[config.mk]
export PLATFORM = sky130hd
export DESIGN_NAME = fir_output_arbiter
export DESIGN_NICKNAME = d
export VERILOG_FILES = /design/src/rtl/fir_arb_pkg.sv /design/src/rtl/rr_picker.sv /design/src/rtl/fir_output_arbiter.sv
export SDC_FILE = /design/constraint.sdc
export NUM_CORES = 1
export LEC_CHECK = 0
export ABC_AREA = 1
export BUFFER_PORTS_ARGS = -buffer_cell sky130_fd_sc_hd__buf_2
export CORE_ASPECT_RATIO = 0.75
export CORE_UTILIZATION = 50
export DETAILED_ROUTE_END_ITERATION = 8
export GPL_ROUTABILITY_DRIVEN = 0
export MAX_ROUTING_LAYER = met4
export PLACE_DENSITY = 0.71
export REMOVE_ABC_BUFFERS = 1
export SLEW_MARGIN = 20
export SYNTH_ARGS = -nofsm -noshare
export SYNTH_HDL_FRONTEND = slang
export SYNTH_HIERARCHICAL = 1
export SYNTH_SLANG_ARGS = --single-unit
[constraint.sdc]
create_clock -name clock -period 6.93 [get_ports clock]
set_input_delay 1.386 -clock clock [delete_from_list [all_inputs] [get_ports clock]]
set_output_delay 1.386 -clock clock [all_outputs]
set_load 0.005 [all_outputs]
[src/rtl/fir_arb_pkg.sv]
// Shared types and constants for the FIR output arbiter.
package fir_arb_pkg;

  typedef enum logic {
    IDLE    = 1'b0,
    PRESENT = 1'b1
  } arb_state_e;

  localparam int MAX_CH = 8;
  localparam int CH_W   = $clog2(MAX_CH);
  localparam int STAT_W = 16;

endpackage

[src/rtl/rr_picker.sv]
// Round-robin picker: first requester found starting at (last + 1) mod N.
module rr_picker
  import fir_arb_pkg::*;
#(
  parameter int N = 2
) (
  input  logic [N-1:0]    req,
  input  logic [CH_W-1:0] last,
  output logic [CH_W-1:0] gnt_idx,
  output logic            any
);

  int           c;
  logic [N-1:0] req_sh;

  // Walk from farthest to nearest so the nearest requester wins.
  always_comb begin
    gnt_idx = '0;
    any     = 1'b0;
    c       = 0;
    req_sh  = '0;
    for (int k = N; k >= 1; k--) begin
      c = int'(last) + k;
      if (c >= N) c = c - N;
      req_sh = req >> c;
      if (req_sh[0]) begin
        gnt_idx = CH_W'(c);
        any     = 1'b1;
      end
    end
  end

endmodule

[src/rtl/fir_output_arbiter.sv]
// Merges per-channel FIR results through 1-entry slots into one valid/ready stream.
// Optional FIR_ARB_STATS_EN adds per-channel accepted-result counters.
module fir_output_arbiter
  import fir_arb_pkg::*;
#(
  parameter int NUM_CH     = 2,
  parameter int DATA_WIDTH = 32
) (
  input  logic                         clock,
  input  logic                         reset,
  input  logic [NUM_CH-1:0]            fir_done,
  input  logic [NUM_CH*DATA_WIDTH-1:0] fir_dotProd,
  output logic [NUM_CH-1:0]            fir_rd_en,
  output logic                         out_valid,
  input  logic                         out_ready,
  output logic [DATA_WIDTH-1:0]        out_data,
  output logic [2:0]                   out_ch,
  output logic [NUM_CH-1:0]            err_overrun
`ifdef FIR_ARB_STATS_EN
  ,
  input  logic [2:0]                   stat_sel,
  output logic [STAT_W-1:0]            stat_count
`endif
);

  arb_state_e                           state_q, state_d;
  logic [NUM_CH-1:0]                    slot_full_q, slot_full_d;
  logic [NUM_CH-1:0][DATA_WIDTH-1:0]    slot_data_q, slot_data_d;
  logic [NUM_CH-1:0]                    err_q, err_d;
  logic [DATA_WIDTH-1:0]                out_data_q, out_data_d;
  logic [CH_W-1:0]                      out_ch_q, out_ch_d;
  logic [CH_W-1:0]                      last_q, last_d;
  logic [NUM_CH-1:0][DATA_WIDTH-1:0]    dot;
  logic [CH_W-1:0]                      pick_idx;
  logic                                 pick_any;
  logic                                 gnt;
  logic                                 drain;

  assign dot         = fir_dotProd;
  assign fir_rd_en   = ~slot_full_q;
  assign out_valid   = (state_q == PRESENT);
  assign out_data    = out_data_q;
  assign out_ch      = 3'(out_ch_q);
  assign err_overrun = err_q;

  rr_picker #(.N(NUM_CH)) u_rr (
    .req     (slot_full_q),
    .last    (last_q),
    .gnt_idx (pick_idx),
    .any     (pick_any)
  );

  always_comb begin
    state_d    = state_q;
    out_data_d = out_data_q;
    out_ch_d   = out_ch_q;
    last_d     = last_q;
    gnt        = 1'b0;
    case (state_q)
      IDLE: begin
        if (pick_any) begin
          gnt     = 1'b1;
          state_d = PRESENT;
        end
      end
      PRESENT: begin
        if (out_ready) begin
          if (pick_any) gnt = 1'b1;
          else          state_d = IDLE;
        end
      end
      default: state_d = IDLE;
    endcase
    if (gnt) begin
      out_ch_d = pick_idx;
      last_d   = pick_idx;
      for (int i = 0; i < NUM_CH; i++)
        if (pick_idx == CH_W'(i)) out_data_d = slot_data_q[i];
    end
  end

  // A slot being drained this cycle may be refilled in the same cycle without overrun.
  always_comb begin
    slot_full_d = slot_full_q;
    slot_data_d = slot_data_q;
    err_d       = err_q;
    drain       = 1'b0;
    for (int i = 0; i < NUM_CH; i++) begin
      drain = gnt && (pick_idx == CH_W'(i));
      if (fir_done[i]) begin
        if (!slot_full_q[i] || drain) begin
          slot_full_d[i] = 1'b1;
          slot_data_d[i] = dot[i];
        end else begin
          err_d[i] = 1'b1;
        end
      end else if (drain) begin
        slot_full_d[i] = 1'b0;
      end
    end
  end

  always_ff @(posedge clock or posedge reset) begin
    if (reset) begin
      state_q     <= IDLE;
      slot_full_q <= '0;
      slot_data_q <= '0;
      err_q       <= '0;
      out_data_q  <= '0;
      out_ch_q    <= '0;
      last_q      <= CH_W'(NUM_CH - 1);
    end else begin
      state_q     <= state_d;
      slot_full_q <= slot_full_d;
      slot_data_q <= slot_data_d;
      err_q       <= err_d;
      out_data_q  <= out_data_d;
      out_ch_q    <= out_ch_d;
      last_q      <= last_d;
    end
  end

`ifdef FIR_ARB_STATS_EN
  logic [NUM_CH-1:0][STAT_W-1:0] stat_q, stat_d;

  always_comb begin
    stat_d = stat_q;
    if (out_valid && out_ready)
      for (int i = 0; i < NUM_CH; i++)
        if (out_ch_q == CH_W'(i)) stat_d[i] = stat_q[i] + STAT_W'(1);
  end

  always_comb begin
    stat_count = '0;
    for (int i = 0; i < NUM_CH; i++)
      if (stat_sel == 3'(i)) stat_count = stat_q[i];
  end

  always_ff @(posedge clock or posedge reset) begin
    if (reset) stat_q <= '0;
    else       stat_q <= stat_d;
  end
`endif

endmodule
Word-level counts from Yosys, hierarchy flattened --
Index checks and enable logic that the tools add are counted.
Cells by class: equal/unequal tests 3, reductions and logical operators 17, muxes and demuxes 19, shift-type cells 2, add/sub/neg operators 4, bitwise logic cells 4, magnitude comparators 2
Operators with widths (number):
- 32-bit 2-to-1 mux | 4
- 32-bit by 3-bit >= comparator with 1-bit output (second input constant) | 2
- 2-bit by 32-bit >> shifter with 1-bit output | 2
- 32-bit by 3-bit subtractor with 32-bit output (second input constant) | 2
- 2-bit AND reduction | 7
- 1-bit 2-to-1 mux | 11
- 3-bit 2-to-1 mux | 2
- 2-bit nonzero test | 3
- 3-bit by 1-bit adder with 4-bit output (second input constant) | 1
- 3-bit by 2-bit adder with 4-bit output (second input constant) | 1
- 2-bit by 1-bit != test with 1-bit output (second input constant) | 2
- 1-bit one-hot mux with 2 select lines | 2
- 3-bit by 1-bit == test with 1-bit output (second input constant) | 1
- 3-bit logical NOT | 1
- 1-bit inverter | 3
- 1-bit logical AND | 2
- 1-bit logical NOT | 2
- 1-bit logical OR | 2
- 2-bit inverter | 1
Word-level totals: output and inout port bits 40, register bits after elaboration 107, logic and storage cells 61, input bits 69

Logic depth before layout (Yosys ltp) --
depth in word-level cells 13, gate-level depth with buffers 21

By module --
Netlist, hierarchy kept.
By module, submodules not included:
- fir_output_arbiter | area an instance 4494.3 um^2, seq. area each 2628.8 um^2, times used 1, cells each 529
- rr_picker | area an instance 364.1 um^2, seq. area each 0.0 um^2, times used 1, cells each 62

Worst setup path before layout --
OpenSTA, ideal clock, no wires.
path kind register to register, start point register last_q[0], end point register slot_data_q[52] (netlist bit), data arrival time 2455 ps, path buffers 2, path slack 4358 ps, data required time 6813 ps, stages on the path, launching flop included 21, cell sequence dfstp_2 buf_6 inv_1 ha_1 inv_1 ha_1 nand2_1 inv_2 nand2_1 nand2_1 nand3_2 nand3_1 nand2_1 nand2_2 nor2_4 nand2_2 nand2_4 nand2_4 buf_6 nand2_1 nand2_1
RTL lines:
- start, declared | RTL line fir_output_arbiter.sv:32 | logic [CH_W-1:0] last_q, last_d;
- start signal, assigned | RTL line fir_output_arbiter.sv:111 | last_q <= CH_W'(NUM_CH - 1);
- start signal, assigned | RTL line fir_output_arbiter.sv:119 | last_q <= last_d;
- 3-bit by 2-bit adder with 4-bit output | RTL line rr_picker.sv:23 | c = int'(last) + k;
- 32-bit by 3-bit subtractor with 32-bit output or 32-bit by 3-bit >= comparator with 1-bit output (tied branches) | RTL line rr_picker.sv:24 | if (c >= N) c = c - N;
- 32-bit 2-to-1 mux | RTL line rr_picker.sv:24
- 2-bit by 32-bit >> shifter with 1-bit output | RTL line rr_picker.sv:25 | req_sh = req >> c;
- 3-bit 2-to-1 mux | RTL line rr_picker.sv:26 | if (req_sh[0]) begin
- 3-bit 2-to-1 mux (*) | RTL line rr_picker.sv:26
- via pick_idx[0] | RTL line fir_output_arbiter.sv:34 | logic [CH_W-1:0] pick_idx;
- 3-bit by 1-bit == test with 1-bit output (*) | RTL line fir_output_arbiter.sv:89 | drain = gnt && (pick_idx == CH_W'(i));
- 1-bit logical AND (*) | RTL line fir_output_arbiter.sv:89
- 1-bit logical OR (*) | RTL line fir_output_arbiter.sv:91 | if (!slot_full_q[i] || drain) begin
- 2-bit AND reduction (no source line) (*)
- end signal, assigned | RTL line fir_output_arbiter.sv:115 | slot_data_q <= slot_data_d;
- end, declared | RTL line fir_output_arbiter.sv:28 | logic [NUM_CH-1:0][DATA_WIDTH-1:0] slot_data_q, slot_data_d;
The timed path passes the listed nets; every way through them passes the cells marked *. A chain may end at the register's enable or synchronous reset.

Worst setup path in the final report --
start point register last_q[0], end point register slot_data_q[32] (netlist bit)
The elaborated chain is that of the path after synthesis.

==> metrics <==
synth top area cells=dfrtp_1 54%, nand2_1 17%, nand3_1 7.3%; clk slew on worst S/H paths=0.07 ns; core area=0.009234 mm2; Syn. warnings=6; Synth Instances=591; first-pass GRT wire length=19400 um; Layout area overhead=16.92%; fin area=0.005680 mm2; Min-Delay Path Class=reg2reg; Diodes inserted=0; fin crit share=55.90%; TritonCTS Buffers=9; largest net degree at the start of global routing=82; flops & latches, synth=105; CTS tree=yes; Relative slew margins=50.53%; Final HPWL DP=7433 um; Yosys top cell by area=dfrtp_1; WS Path Type=reg2reg; leak pwr=3.297 nW; Clock Tree Buf Depth=2; hold_buf cts=0; VDD IR-drop max=211.4 uV; IO Count=109; Mean Syn Cell Area=8.221 um2; Final Hold Fails=0; DP Area=0.005343 mm2; FP Rows=30; Slew @ Worst Pin=0.7402 ns; register area share after synthesis=54.11%; Sink Count=105; Setup-failing EPs final=0; Fin Clk Skew=0.01024 ns; Synth async-reset ratio=100.0%; CP cell instances=inv_1 > ha_1 > inv_1 > ha_1 > nand2_1 > inv_2 > nand2_1 > nand2_1 > nand3_2 > nand3_1 > nand2_1 > nand2_2 > nor2_4 > nand2_2 > nand2_4 > nand2_4 > nand2_1 > nand2_1; die height=87.37 um; grt ovf=0; Max-Cap Viols=0; top-count cell post-synth=nand2_1; CP required=7.15 ns; DRT Wirelength=11720 um; crit end category=flip-flop; H-Tree Depth=3; Most common cell on crit path=nand2_1; ratio of cells with drive above 1 in the final layout=21.76%; Main synth FF type=dfrtp_1; Final #Nets=753; DR vias=4182; Max Freq=0.2581 GHz; worst stage delay on the critical path=0.66 ns; synthesized area=0.004858 mm2; DRC viols=0; Root Buffer=clkbuf_16; WL/cell=14.50 um; synth cell count leaders=224 x nand2_1, 104 x dfrtp_1, 71 x nand3_1; initial antenna violation count=0; PostCTS Resize Cnt=0; Die Footprint=0.01012 mm2; pwr/cell area=454.5 mW/mm2; post-synthesis cell type count=25; TNS Setup=0 ns; fin. max-slew vios=0; Routed Antenna Nets=0; Final min period=3.874 ns; vias in the first global route=4049; total track usage=25.83%; post-layout util=61.52%; Startpoint Class=flip-flop; Avg Vias per Cell=5.176; worst-skew pair later-pin latency=0.35 ns; top cell type's share of synthesized area=53.57%; DR pass1 iterations=5; setup bufs post-CTS=0; Port Buffers=108; total power=0.002582 W; status=finished clean; Post-synth EDFFs=0; worst-path fanout max=35; initial core utilization=52.62%; die span in x=115.8 um; 1st-iter DRT viols=362; unrepaired setup endpoints after global routing=no; CP max stage cell=dfstp_2; critical path arrival=4.10 ns
==> cell families (layout without fill, tap and decap cells) <==
logic type	after synthesis	in the layout	share of synthesized area, %
AOI/OAI and AO/OA	37	37	4.043
adders and majority gates	9	9	2.318
buffers and inverters	58	146	6.464
DFF	105	105	54.11
other	1	2	0.07719
and+or+nand+nor	381	381	32.99
==> worst max-delay path, delay by kind of cell, from the launching register on <==
kind          cells  cell delay (ns)
fa+ha+maj         2             0.63
simple gates     13             2.25
flops             1             0.66
buf+inv           3             0.20
==> final cells by class <==
class                   count  area, um2
clock buffers               9      225.2
clock inverters             7      108.9
fillers                   813       3553
inverters                  21      81.33
multi-input cells         429       1924
flip-flops and latches    105       2629
well taps                 128      160.2
repair buffers            109      551.8
==> metrics by stage <==
step | hold slack [ns] | setup WS, ns | instances
2_1_floorplan | 0.4345 | 2.785 | 555
3_3_place_gp | 0.4481 | 3.321 | 792
3_5_place_dp | 0.4531 | 3.123 | 792
4_1_cts | 0.4720 | 3.098 | 808
5_1_grt | 0.4835 | 2.755 | 808
6_report | 0.4694 | 3.056 | 808
==> cell usage in the layout (no fill, tap or decap), drive strengths merged <==
cell type	n
and2	1
buf	109
bufinv	2
clkbuf	9
clkinv	1
conb	2
dfrtp	104
dfstp	1
ha	9
inv	25
nand2	235
nand3	72
nand4	1
nor2	71
o2111ai	1
o21ai	33
o21bai	3
or2	1
==> metal layers <==
| metal | GRT usage, % | part of all wire (%) | up-vias |
|---|---|---|---|
| li1 | - | - | 2020 |
| met1 | 34.93 | 47 | 1962 |
| met2 | 40.91 | 46 | 189 |
| met3 | 5.219 | 7.0 | 11 |
| met4 | 4.662 | 0.68 | 0 |
| met5 | - | 0 | - |
==> flip-flops by register name, summed over array words and instances, names as in the netlist <==
register     count
out_data        32
slot_full_q      2
last_q           1
err_overrun      2
out_valid        1
slot_data_q     64
out_ch           3
==> power by group <==
part           switching (W)  internal (W)
sequential          0.000148      0.000871
combinational       0.000659      0.000340
clock               0.000239      0.000325
==> final timing paths <==
check	slack [ns]	to	cells after the start	startpoint
worst min register to register	0.47	slot_data_q[11]$_DFFE_PP0P_	2	slot_data_q[11]$_DFFE_PP0P_
worst min-delay path	0.47	slot_data_q[11]$_DFFE_PP0P_	2	slot_data_q[11]$_DFFE_PP0P_
min in group asynchronous	1.00	out_data[5]$_DFFE_PP0P_	2	reset
max in group asynchronous	4.92	slot_data_q[57]$_DFFE_PP0P_	3	reset
worst max register to register	3.06	slot_data_q[32]$_DFFE_PP0P_	18	last_q[0]$_DFFE_PP1P_
worst max-delay path	3.06	slot_data_q[32]$_DFFE_PP0P_	18	last_q[0]$_DFFE_PP1P_
(Power assumes the default switching activity.)
